--- src/rtl/out_port_ctrl.sv ---
// Output-port controller for OUT: buffers BusMuxOut words in a small FIFO and
// presents them through a registered valid/ready port. Optional OUT_PORT_PARITY_EN adds OutParity.
module out_port_ctrl #(
  parameter int DATA_WIDTH = 32,
  parameter int DEPTH      = 4
) (
  input  logic                    clock,
  input  logic                    clear,
  input  logic                    OutPortin,
  input  logic [DATA_WIDTH-1:0]   BusMuxOut,
  output logic                    Stall,
  output logic                    Overflow,
  input  logic                    OverflowClr,
  output logic [DATA_WIDTH-1:0]   OutPortData,
  output logic                    OutValid,
  input  logic                    OutReady,
`ifdef OUT_PORT_PARITY_EN
  output logic                    OutParity,
`endif
  output logic [$clog2(DEPTH):0]  Count
);

  localparam int CW = $clog2(DEPTH) + 1;
  localparam int PW = $clog2(DEPTH);
  localparam logic [CW-1:0] FULL_C = CW'(DEPTH);

  localparam logic [0:0] ST_IDLE = 1'b0;
  localparam logic [0:0] ST_SEND = 1'b1;

  logic [DATA_WIDTH-1:0] mem_q [DEPTH];

  logic [PW-1:0]         wr_ptr_q, wr_ptr_d;
  logic [PW-1:0]         rd_ptr_q, rd_ptr_d;
  logic [CW-1:0]         count_q, count_d;
  logic [0:0]            state_q, state_d;
  logic                  overflow_q, overflow_d;
  logic [DATA_WIDTH-1:0] out_data_q, out_data_d;

  logic out_free;
  logic fifo_full;
  logic fifo_empty;
  logic pop;
  logic push;
  logic drop;

  assign fifo_full  = (count_q == FULL_C);
  assign fifo_empty = (count_q == '0);

  // The output register can take a new word when it is empty or being handed off this edge.
  assign out_free = (state_q == ST_IDLE) || OutReady;
  assign pop      = !fifo_empty && out_free;
  assign push     = OutPortin && (!fifo_full || pop);
  assign drop     = OutPortin && fifo_full && !pop;

  always_comb begin
    wr_ptr_d   = wr_ptr_q;
    rd_ptr_d   = rd_ptr_q;
    count_d    = count_q;
    state_d    = state_q;
    overflow_d = overflow_q;
    out_data_d = out_data_q;

    if (push) begin
      wr_ptr_d = wr_ptr_q + PW'(1);
    end
    if (pop) begin
      rd_ptr_d   = rd_ptr_q + PW'(1);
      out_data_d = mem_q[rd_ptr_q];
    end

    if (push && !pop) begin
      count_d = count_q + CW'(1);
    end else if (pop && !push) begin
      count_d = count_q - CW'(1);
    end

    case (state_q)
      ST_IDLE: begin
        if (pop) begin
          state_d = ST_SEND;
        end
      end
      ST_SEND: begin
        if (OutReady && !pop) begin
          state_d = ST_IDLE;
        end
      end
      default: state_d = ST_IDLE;
    endcase

    // A drop on the same edge as a clear request leaves the flag set.
    if (drop) begin
      overflow_d = 1'b1;
    end else if (OverflowClr) begin
      overflow_d = 1'b0;
    end
  end

  always_ff @(posedge clock or negedge clear) begin
    if (!clear) begin
      wr_ptr_q   <= '0;
      rd_ptr_q   <= '0;
      count_q    <= '0;
      state_q    <= ST_IDLE;
      overflow_q <= 1'b0;
      out_data_q <= '0;
    end else begin
      wr_ptr_q   <= wr_ptr_d;
      rd_ptr_q   <= rd_ptr_d;
      count_q    <= count_d;
      state_q    <= state_d;
      overflow_q <= overflow_d;
      out_data_q <= out_data_d;
    end
  end

  // Storage array has no reset so it maps onto RAM; contents are only read after a write.
  always_ff @(posedge clock) begin
    if (push) begin
      mem_q[wr_ptr_q] <= BusMuxOut;
    end
  end

`ifdef OUT_PORT_PARITY_EN
  logic out_parity_q, out_parity_d;

  always_comb begin
    out_parity_d = out_parity_q;
    if (pop) begin
      out_parity_d = ^mem_q[rd_ptr_q];
    end
  end

  always_ff @(posedge clock or negedge clear) begin
    if (!clear) begin
      out_parity_q <= 1'b0;
    end else begin
      out_parity_q <= out_parity_d;
    end
  end

  assign OutParity = out_parity_q;
`endif

  assign Stall       = fifo_full;
  assign Overflow    = overflow_q;
  assign OutPortData = out_data_q;
  assign OutValid    = (state_q == ST_SEND);
  assign Count       = count_q;

endmodule
--- config.mk ---
export PLATFORM = sky130hd
export DESIGN_NAME = out_port_ctrl
export DESIGN_NICKNAME = d
export VERILOG_FILES = /design/src/rtl/out_port_ctrl.sv
export SDC_FILE = /design/constraint.sdc
export NUM_CORES = 1
export LEC_CHECK = 0
export ABC_CLOCK_PERIOD_IN_PS = 1970
export CORE_ASPECT_RATIO = 1.2
export CORE_MARGIN = 2
export CORE_UTILIZATION = 50
export DETAILED_ROUTE_END_ITERATION = 12
export PLACE_DENSITY = 0.76
export SLEW_MARGIN = 20
export SYNTH_ARGS = -nofsm -noshare
export SYNTH_HDL_FRONTEND = slang
export SYNTH_SLANG_ARGS = --single-unit
--- constraint.sdc ---
create_clock -name clock -period 1.97 [get_ports clock]
set_input_delay 0.2955 -clock clock [delete_from_list [all_inputs] [get_ports clock]]
set_output_delay 0.2955 -clock clock [all_outputs]
set_load 0.02 [all_outputs]
==> impl_metrics.env, run 1 <==
export IMPL_hpwl_um=6730
export IMPL_ys_seq_area_share_pct=75.5
export IMPL_yosysTopAreaCell="edfxtp_1"
export IMPL_core_sq_mm=0.0126
export IMPL_cp_required_ns=1.67
export IMPL_critPathMaxFanout=5
export IMPL_finalHoldViolCount=0
export IMPL_slew_viol_final=0
export IMPL_critPathKind="register to output port"
export IMPL_finalWorstSetupSlack_ns=0.0862
export IMPL_cpPeakStageDelay_ns=0.48
export IMPL_worstMarginPinSlew_ns=0.655
export IMPL_overflow=0
export IMPL_rsz0062_at_grt="yes"
export IMPL_dr_pass1_iters=4
export IMPL_relSlewSlack_pct=56.3
export IMPL_post_drt_wl_per_cell_um=21.2
export IMPL_route_detailed_drc=0
export IMPL_root_buffer="clkbuf_16"
export IMPL_grt_util_met2_pct=31.8
export IMPL_setup_violations=0
export IMPL_clock_fmax_mhz=531
export IMPL_grtUsageMet3_pct=4.71
export IMPL_synthMuxAreaShare_pct=19.0
export IMPL_areaGrowthSynthToFinish_pct=29.2
export IMPL_synth_top_family_by_area="multiplexers"
export IMPL_antenna_found_initial=0
export IMPL_worstPathArrival_ns=1.59
export IMPL_status="completed"
export IMPL_yosysMostFrequentCell="edfxtp_1"
export IMPL_die_w_um=108
export IMPL_synth_area_leaders="edfxtp_1 60%, dfrtp_1 16%, mux4_2 9.8%, mux2_4 6.5%, mux4_1 1.6%"
export IMPL_drt_total_wl_um=11800
export IMPL_hp_class="input port to async pin"
export IMPL_start_kind="register"
export IMPL_synth_compound_area_share_pct=0.252
export IMPL_critical_path_endpoint_type="output port"
export IMPL_cap_violations=0
export IMPL_period_share_pct=95.6
export IMPL_grtUsageTotal_pct=18.6
export IMPL_grt_pass1_wl_um=18300
export IMPL_final_antenna_net_count=0
export IMPL_htreeDepth=4
export IMPL_drive_above_1_share_pct=33.2
export IMPL_fin_skew_ns=0.00709
export IMPL_synthCells=277
export IMPL_fin_crit_ns=1.88
export IMPL_synth_cell_types=26
export IMPL_syn_nets=320
export IMPL_fin_nets=424
export IMPL_leakage_nw=3.03
export IMPL_initial_core_util_pct=51.1
export IMPL_dieArea_sq_mm=0.0138
export IMPL_grt_pass1_vias=3219
export IMPL_yosys_area_share_simple_pct=1.13
export IMPL_synth_xor_area_share_pct=0.815
export IMPL_grt_use_met1_pct=22.6
export IMPL_p_per_area_mw_per_mm2=1660
export IMPL_synth_edff_count=128
export IMPL_path_cells="nor3b_4 -> buf_4 -> clkdlybuf4s15_1"
export IMPL_critPathSlowestCell="dfrtp_2"
export IMPL_cts_buffers=17
export IMPL_dpl_cell_area_sq_mm=0.00760
export IMPL_ys_top_cells_by_count="128 x edfxtp_1, 41 x dfrtp_1, 28 x mux2_4, 28 x mux4_2, 6 x mux2_2"
export IMPL_clkSlewWorstSetupHoldPaths_ns=0.06
export IMPL_setup_tns_ns=0
export IMPL_diodes=0
export IMPL_fillers=834
export IMPL_die_y_um=128
export IMPL_num_io_pins=75
export IMPL_cts_tree="yes"
export IMPL_stdcell_area_sq_mm=0.00833
export IMPL_ys_flop_type="edfxtp_1"
export IMPL_synthAdderAreaFrac_pct=1.28
export IMPL_ys_ff_latch=169
export IMPL_whs_ns=0.379
export IMPL_vias_per_cell=5.37
export IMPL_place_ws_ns=-0.163
export IMPL_async_flop_share_pct=24.3
export IMPL_gr_max_usage_layer="met2"
export IMPL_synth_warning_count=0
export IMPL_cts_buffer_depth=2
export IMPL_rows=45
export IMPL_grt_max_degree=34
export IMPL_insertion_delay_ns=0.42
export IMPL_avgSynthCellArea_sq_um=23.3
export IMPL_num_vias=2998
export IMPL_io_buffers=74
export IMPL_gp_congestion=0.696
export IMPL_ir_drop_v=0.000846
export IMPL_synth_top_area_share_pct=59.6
export IMPL_dr_first_iter_drc_count=159
export IMPL_clock_sinks=169
export IMPL_synth_area_sq_mm=0.00645
## per-layer routing
metal,wire length (um),vias to the layer above
met5,0,-
met4,321,0
met3,461,24
met2,6440,87
met1,4600,1567
li1,-,1320
## registers in the layout, summed over array words and instances, names as in the netlist
register,count
wr_ptr_q,2
rd_ptr_q,2
Overflow,1
OutValid,1
mem_q,128
Count,3
OutPortData,32
## cell type report
| cell class | count | area (sq um) | area share [%] |
|---|---|---|---|
| inverters | 5 | 21.3 | 0.255 |
| clock buffers | 18 | 429 | 5.15 |
| flip-flops and latches | 169 | 4880 | 58.5 |
| multi-input cells | 92 | 1500 | 18.0 |
| well taps | 164 | 205 | 2.46 |
| clock inverters | 14 | 275 | 3.30 |
| repair buffers | 96 | 1030 | 12.3 |
## timing repair
| item | 4_1_cts | 5_1_grt |
|---|---|---|
| hold endpoints to repair | 17 | 0 |
| gates resized for setup | 1 | 1 |
| buffers inserted | 0 | 2 |
| setup endpoints to repair | 1 | 2 |
| pin swaps | 0 | 4 |
| hold buffers | 1 | 0 |
## layout by cell type, fill, tap and decap left out, types with 3 or more instances in the layout
cell type and n:
bufinv_16 8, clkbuf_16 17, buf_12 10, inv_1 3, xor2_1 4, and2_2 4, dfrtp_1 36, dfrtp_2 5
ha_1 4, mux2_4 28, mux4_2 28, edfxtp_1 128, mux4_1 4, buf_4 11, mux2_2 6, clkdlybuf4s50_1 72
## cells by family (layout without fill, tap and decap cells)
group	after synthesis	after routing
AO/OA/AOI/OAI	2	2
flip-flops	169	169
AND/OR/NAND/NOR	12	12
adder cells (fa/ha/maj)	6	6
buffers and inverters	16	133
XOR/XNOR	6	6
multiplexers	66	66
## critical path, delay by kind of cell, from the launching register on
family | cells | cell delay (ns)
flops | 1 | 0.48
simple gates | 1 | 0.24
buf+inv | 2 | 0.45
## final timing paths
path | end | slack [ns] | depth (start not counted) | start
worst max-delay path | Stall | 0.09 | 3 | Count[0]$_DFFE_PN0P_
worst min-delay path | OutPortData[11]$_DFFE_PN0P_ | 0.38 | 2 | clear
worst max register to register | Count[2]$_DFFE_PN0P_ | 0.10 | 8 | Count[2]$_DFFE_PN0P_
worst min register to register | OutPortData[21]$_DFFE_PN0P_ | 0.51 | 1 | OutPortData[21]$_DFFE_PN0P_
max in group asynchronous | rd_ptr_q[1]$_DFFE_PN0P_ | 1.06 | 3 | clear
min in group clock | Overflow$_DFFE_PN0P_ | 0.44 | 2 | OverflowClr
## stage by stage
stage	power [W]	utilization (%)	instances
finish	0.0139	66.1	558
global route	0.0145	66.1	558
CTS	0.0140	65.9	556
detailed placement	0.00996	60.3	523
global placement	0.00985	60.3	523
floorplan	0.00830	-	277
## power by group
group	switching, W	internal [W]	leakage [nW]
Clock	0.00130	0.00263	0.343
Sequential	0.000472	0.00487	1.65
Combinational	0.00203	0.00256	1.04
Power figures use the tool's default switching activity.
==> run 2, diff against run 1 <==
--- a/config.mk
+++ b/config.mk
@@ -10,6 +10,7 @@
 export CORE_MARGIN = 2
 export CORE_UTILIZATION = 50
 export DETAILED_ROUTE_END_ITERATION = 12
+export MAX_ROUTING_LAYER = met4
 export PLACE_DENSITY = 0.76
 export SLEW_MARGIN = 20
 export SYNTH_ARGS = -nofsm -noshare
==> impl_metrics.env, run 2 (synthesis results as in run 1) <==
export IMPL_grt_pass1_vias=3211
export IMPL_finalHoldViolCount=0
export IMPL_overflow=0
export IMPL_pwr_share_comb_pct=33.1
export IMPL_leakage_nw=3.03
export IMPL_whs_ns=0.386
export IMPL_dr_pass1_iters=4
export IMPL_cap_violations=0
export IMPL_path_cells="nor3b_4 -> buf_4 -> clkdlybuf4s15_1"
export IMPL_seqPwrFrac_pct=38.5
export IMPL_htreeDepth=4
export IMPL_core_sq_mm=0.0126
export IMPL_root_buffer="clkbuf_16"
export IMPL_status="completed"
export IMPL_period_share_pct=95.4
export IMPL_clkSlewWorstSetupHoldPaths_ns=0.06
export IMPL_antenna_found_initial=0
export IMPL_worstPathArrival_ns=1.58
export IMPL_clock_fmax_mhz=532
export IMPL_post_drt_wl_per_cell_um=21.2
export IMPL_grt_pass1_wl_um=18300
export IMPL_critical_path_endpoint_type="output port"
export IMPL_cp_top_family="flip-flops"
export IMPL_worstMarginPinSlew_ns=0.651
export IMPL_critPathMaxFanout=5
export IMPL_grtUsageTotal_pct=19.2
export IMPL_fin_nets=424
export IMPL_final_common_cell="edfxtp_1"
export IMPL_dieArea_sq_mm=0.0138
export IMPL_critPathSlowestCell="dfrtp_2"
export IMPL_rsz0062_at_grt="yes"
export IMPL_setup_violations=0
export IMPL_drt_total_wl_um=11800
export IMPL_num_vias=3005
export IMPL_gp_congestion=0.704
export IMPL_vias_per_cell=5.39
export IMPL_areaGrowthSynthToFinish_pct=29.2
export IMPL_internal_power_w=0.0101
export IMPL_insertion_delay_ns=0.42
export IMPL_die_w_um=108
export IMPL_route_detailed_drc=0
export IMPL_switchingPower_w=0.00381
export IMPL_top_register="mem_q"
export IMPL_slew_viol_final=0
export IMPL_io_buffers=74
export IMPL_initial_core_util_pct=51.1
export IMPL_cpPeakStageDelay_ns=0.48
export IMPL_cp_buffers_inverters=2
export IMPL_num_io_pins=75
export IMPL_fin_crit_ns=1.88
export IMPL_final_util_pct=66.1
export IMPL_mostFrequentLayoutCells="128 x edfxtp_1, 72 x clkdlybuf4s50_1, 36 x dfrtp_1"
export IMPL_hpwl_um=6730
export IMPL_hp_class="input port to async pin"
export IMPL_dr_first_iter_drc_count=191
export IMPL_die_y_um=128
export IMPL_cts_buffers=17
export IMPL_cts_tree="yes"
export IMPL_largest_reg_flops=128
export IMPL_critPathKind="register to output port"
export IMPL_switching_share_pct=27.5
export IMPL_cp_required_ns=1.67
export IMPL_diodes=0
export IMPL_ir_drop_v=0.000847
export IMPL_final_antenna_net_count=0
export IMPL_relSlewSlack_pct=56.6
export IMPL_clock_sinks=169
export IMPL_start_kind="register"
export IMPL_cts_buffer_depth=2
export IMPL_fin_skew_ns=0.00639
export IMPL_drive_above_1_share_pct=33.2
export IMPL_clkPwrFrac_pct=28.3
export IMPL_rows=45
export IMPL_fillers=834
export IMPL_p_per_area_mw_per_mm2=1660
export IMPL_grt_max_degree=34
-- run 2: cell counts in the layout (fill, tap and decap cells not counted) --
Identical to the previous run, type by type.
-- run 2: power by group through the flow --
stage	logic [W]	registers, W	clock network [W]
CTS	0.00466	0.00537	0.00399
global route	0.00490	0.00544	0.00413
global placement	0.00450	0.00535	0
floorplan	0.00257	0.00573	0
finish	0.00460	0.00535	0.00393
detailed placement	0.00457	0.00539	0
-- run 2: path summary, 6_finish.rpt --
kind / start / to / slack (ns) / cells after the start
min in group clock: OverflowClr / Overflow$_DFFE_PN0P_ / 0.45 / 2
max in group asynchronous: clear / rd_ptr_q[1]$_DFFE_PN0P_ / 1.05 / 3
worst max-delay path: Count[0]$_DFFE_PN0P_ / Stall / 0.09 / 3
worst min-delay path: clear / OutPortData[22]$_DFFE_PN0P_ / 0.39 / 2
worst min register to register: OutPortData[21]$_DFFE_PN0P_ / OutPortData[21]$_DFFE_PN0P_ / 0.51 / 1
worst max register to register: Count[2]$_DFFE_PN0P_ / Count[2]$_DFFE_PN0P_ / 0.10 / 8
-- run 2: cell type report --
type,count,area (sq um),area share [%]
flip-flops and latches,169,4880,58.5
inverters,5,21.3,0.255
clock buffers,18,429,5.15
multi-input cells,92,1500,18.0
clock inverters,14,275,3.30
well taps,164,205,2.46
repair buffers,96,1030,12.3
-- run 2: per-layer routing --
metal	GRT usage, %	vias to the layer above	wire length (um)
li1	-	1319	-
met1	22.7	1583	4690
met2	31.7	84	6410
met3	5.17	19	509
met4	7.47	0	242
met5	-	-	0
-- run 2: per-stage QoR --
| stage | total power [W] | area (sq um) | worst slack (ns) | TNS (ns) | std cells |
|---|---|---|---|---|---|
| after detailed placement | 0.00996 | 7600 | -0.163 | -2.29 | 523 |
| after floorplan | 0.00830 | 6510 | -0.0950 | -0.182 | 277 |
| after CTS | 0.0140 | 8320 | 0.00881 | 0 | 556 |
| after global placement | 0.00985 | 7600 | -0.106 | -1.25 | 523 |
| final | 0.0139 | 8330 | 0.0903 | 0 | 558 |
| after global routing | 0.0145 | 8330 | -0.00671 | -0.00671 | 558 |
-- run 2: timing repair --
| item | in CTS | in global routing |
|---|---|---|
| hold buffers | 1 | 0 |
| hold endpoints to repair | 17 | 0 |
| pin swaps | 0 | 4 |
| gates resized for setup | 1 | 1 |
| buffers inserted | 0 | 2 |
| setup endpoints to repair | 1 | 2 |
==> run 3, diff against run 2 <==
--- a/config.mk
+++ b/config.mk
@@ -5,7 +5,7 @@
 export SDC_FILE = /design/constraint.sdc
 export NUM_CORES = 1
 export LEC_CHECK = 0
-export ABC_CLOCK_PERIOD_IN_PS = 1970
+export ABC_CLOCK_PERIOD_IN_PS = 1550
 export CORE_ASPECT_RATIO = 1.2
 export CORE_MARGIN = 2
 export CORE_UTILIZATION = 50
==> constraint.sdc (replaced) <==
create_clock -name clock -period 1.55 [get_ports clock]
set_input_delay 0.2325 -clock clock [delete_from_list [all_inputs] [get_ports clock]]
set_output_delay 0.2325 -clock clock [all_outputs]
set_load 0.02 [all_outputs]
==> impl_metrics.env, run 3 (synthesis results as in run 1) <==
export IMPL_status="finished with violations"
export IMPL_failed_checks="setup timing"
export IMPL_final_common_cell="edfxtp_1"
export IMPL_relSlewSlack_pct=72.1
export IMPL_grtUsageTotal_pct=20.3
export IMPL_cp_required_ns=1.86
export IMPL_diodes=0
export IMPL_htreeDepth=4
export IMPL_drive_above_1_share_pct=39.6
export IMPL_overflow=0
export IMPL_num_vias=3157
export IMPL_vias_per_cell=5.42
export IMPL_rsz0062_at_grt="yes"
export IMPL_final_cells=583
export IMPL_hpwl_um=7280
export IMPL_place_ws_ns=-0.521
export IMPL_gp_congestion=0.709
export IMPL_critPathMaxFanout=3
export IMPL_rows=45
export IMPL_power_w=0.0173
export IMPL_worstMarginPinSlew_ns=0.419
export IMPL_cts_tree="yes"
export IMPL_switching_share_pct=29.3
export IMPL_fin_crit_ns=1.84
export IMPL_start_kind="register"
export IMPL_mostFrequentLayoutCells="128 x edfxtp_1, 36 x dfrtp_1, 35 x clkdlybuf4s50_1"
export IMPL_finalHoldViolCount=0
export IMPL_root_buffer="clkbuf_16"
export IMPL_switchingPower_w=0.00509
export IMPL_setup_violations=159
export IMPL_worstPathArrival_ns=2.15
export IMPL_critical_path_endpoint_type="register"
export IMPL_period_share_pct=119
export IMPL_num_io_pins=75
export IMPL_clock_fmax_mhz=542
export IMPL_pwr_share_comb_pct=37.3
export IMPL_critPathSlowestCell="dfrtp_2"
export IMPL_core_sq_mm=0.0126
export IMPL_grt_pass1_wl_um=19200
export IMPL_areaGrowthSynthToFinish_pct=32.2
export IMPL_dp_cells=535
export IMPL_route_detailed_drc=0
export IMPL_leakage_nw=3.21
export IMPL_die_w_um=108
export IMPL_finalWorstSetupSlack_ns=-0.295
export IMPL_initial_core_util_pct=51.1
export IMPL_ir_drop_v=0.00101
export IMPL_slew_viol_final=0
export IMPL_r2r_worst_path_cells=6
export IMPL_dr_first_iter_drc_count=142
export IMPL_hp_class="input port to async pin"
export IMPL_antenna_found_initial=0
export IMPL_fin_nets=449
export IMPL_clkSlewWorstSetupHoldPaths_ns=0.07
export IMPL_insertion_delay_ns=0.42
export IMPL_seqPwrFrac_pct=38.8
export IMPL_r2r_slack_ns=-0.29
export IMPL_grt_max_degree=34
export IMPL_die_y_um=128
export IMPL_whs_ns=0.280
export IMPL_clkPwrFrac_pct=23.8
export IMPL_crit_path_end="Count[1]$_DFFE_PN0P_"
export IMPL_fin_skew_ns=0.00939
export IMPL_top_register="mem_q"
export IMPL_internal_power_w=0.0122
export IMPL_cap_violations=0
export IMPL_post_drt_wl_per_cell_um=21.3
export IMPL_clock_sinks=169
export IMPL_largest_reg_flops=128
export IMPL_dieArea_sq_mm=0.0138
export IMPL_final_antenna_net_count=0
export IMPL_dr_pass1_iters=4
export IMPL_cts_buffer_depth=2
export IMPL_startpoint="Count[1]$_DFFE_PN0P_"
export IMPL_grt_pass1_vias=3469
export IMPL_cpPeakStageDelay_ns=0.45
export IMPL_r2r_start="Count[1]$_DFFE_PN0P_"
export IMPL_p_per_area_mw_per_mm2=2030
export IMPL_critPathKind="register to register"
export IMPL_drt_total_wl_um=12400
export IMPL_r2r_end="Count[1]$_DFFE_PN0P_"
export IMPL_cts_buffers=17
export IMPL_io_buffers=74
export IMPL_path_cells="nor3b_4 -> a21boi_4 -> ha_4 -> inv_2 -> fa_2 -> mux2_4"
## run 3: cell count changes in the layout (fill, tap and decap cells not counted), moves of 6 or more
cell,change
buf_6,+11
dlygate4sd2_1,+34
bufinv_16,-6
buf_4,+8
clkdlybuf4s50_1,-37
## run 3: power by group through the flow
stage / Combinational [W] / Clock, W / Sequential [W]
2_1_floorplan: 0.00329 / 0 / 0.00728
3_3_place_gp: 0.00597 / 0 / 0.00679
3_5_place_dp: 0.00608 / 0 / 0.00685
4_1_cts: 0.00656 / 0.00417 / 0.00674
5_1_grt: 0.00688 / 0.00438 / 0.00684
6_report: 0.00647 / 0.00413 / 0.00673
## run 3: repair_timing
item | 4_1_cts | 5_1_grt
gates resized for setup | 73 | 3
hold buffers | 1 | 0
pin swaps | 9 | 3
setup buffers | 9 | 2
gates cloned | 6 | 0
endpoints found under the hold margin | 14 | 0
endpoints found under the setup margin | 200 | 164
## run 3: worst max-delay path, delay by kind of cell (launching register included)
| family | cells | cell delay [ns] |
|---|---|---|
| adder cells (fa/ha/maj) | 2 | 0.57 |
| flip-flops | 1 | 0.45 |
| AND/OR/NAND/NOR | 1 | 0.29 |
| multiplexers | 1 | 0.27 |
| AO/OA/AOI/OAI | 1 | 0.10 |
| buffers and inverters | 1 | 0.05 |
## run 3: per-layer routing
layer / routed length (um) / vias up / GRT usage [%]
met5: 0 / - / -
met3: 417 / 19 / 4.36
met1: 4950 / 1681 / 23.8
li1: - / 1376 / -
met4: 314 / 0 / 8.90
met2: 6720 / 81 / 33.8
## run 3: through the flow
step	utilization, %	instance area (sq um)	setup TNS [ns]
5_1_grt	67.6	8530	-24.11
2_1_floorplan	-	6520	-37.93
6_report	67.6	8530	-17.05
4_1_cts	67.7	8540	-12.82
3_3_place_gp	61.0	7690	-52.40
3_5_place_dp	61.0	7690	-55.57
## run 3: cell type report
| type | count | area [sq um] |
|---|---|---|
| inverter | 5 | 18.8 |
| clock inverter | 14 | 150 |
| sequential | 169 | 4880 |
| multi-input combinational | 92 | 1510 |
| timing repair buffer | 121 | 1340 |
| tap | 164 | 205 |
| clock buffer | 18 | 429 |
| fill | 837 | 4090 |
## run 3: worst min-delay path by stage
stage / startpoint / end / slack (ns) / cells past startpoint
6_report: clear / OutPortData[5]$_DFFE_PN0P_ / 0.28 / 2
3_5_place_dp: clear / OutPortData[8]$_DFFE_PN0P_ / 0.19 / 1
2_1_floorplan: clear / Count[0]$_DFFE_PN0P_ / -0.06 / 0
5_1_grt: clear / OutPortData[5]$_DFFE_PN0P_ / 0.29 / 2
3_3_place_gp: clear / OutPortData[5]$_DFFE_PN0P_ / 0.19 / 1
4_1_cts: clear / OutPortData[5]$_DFFE_PN0P_ / 0.28 / 2
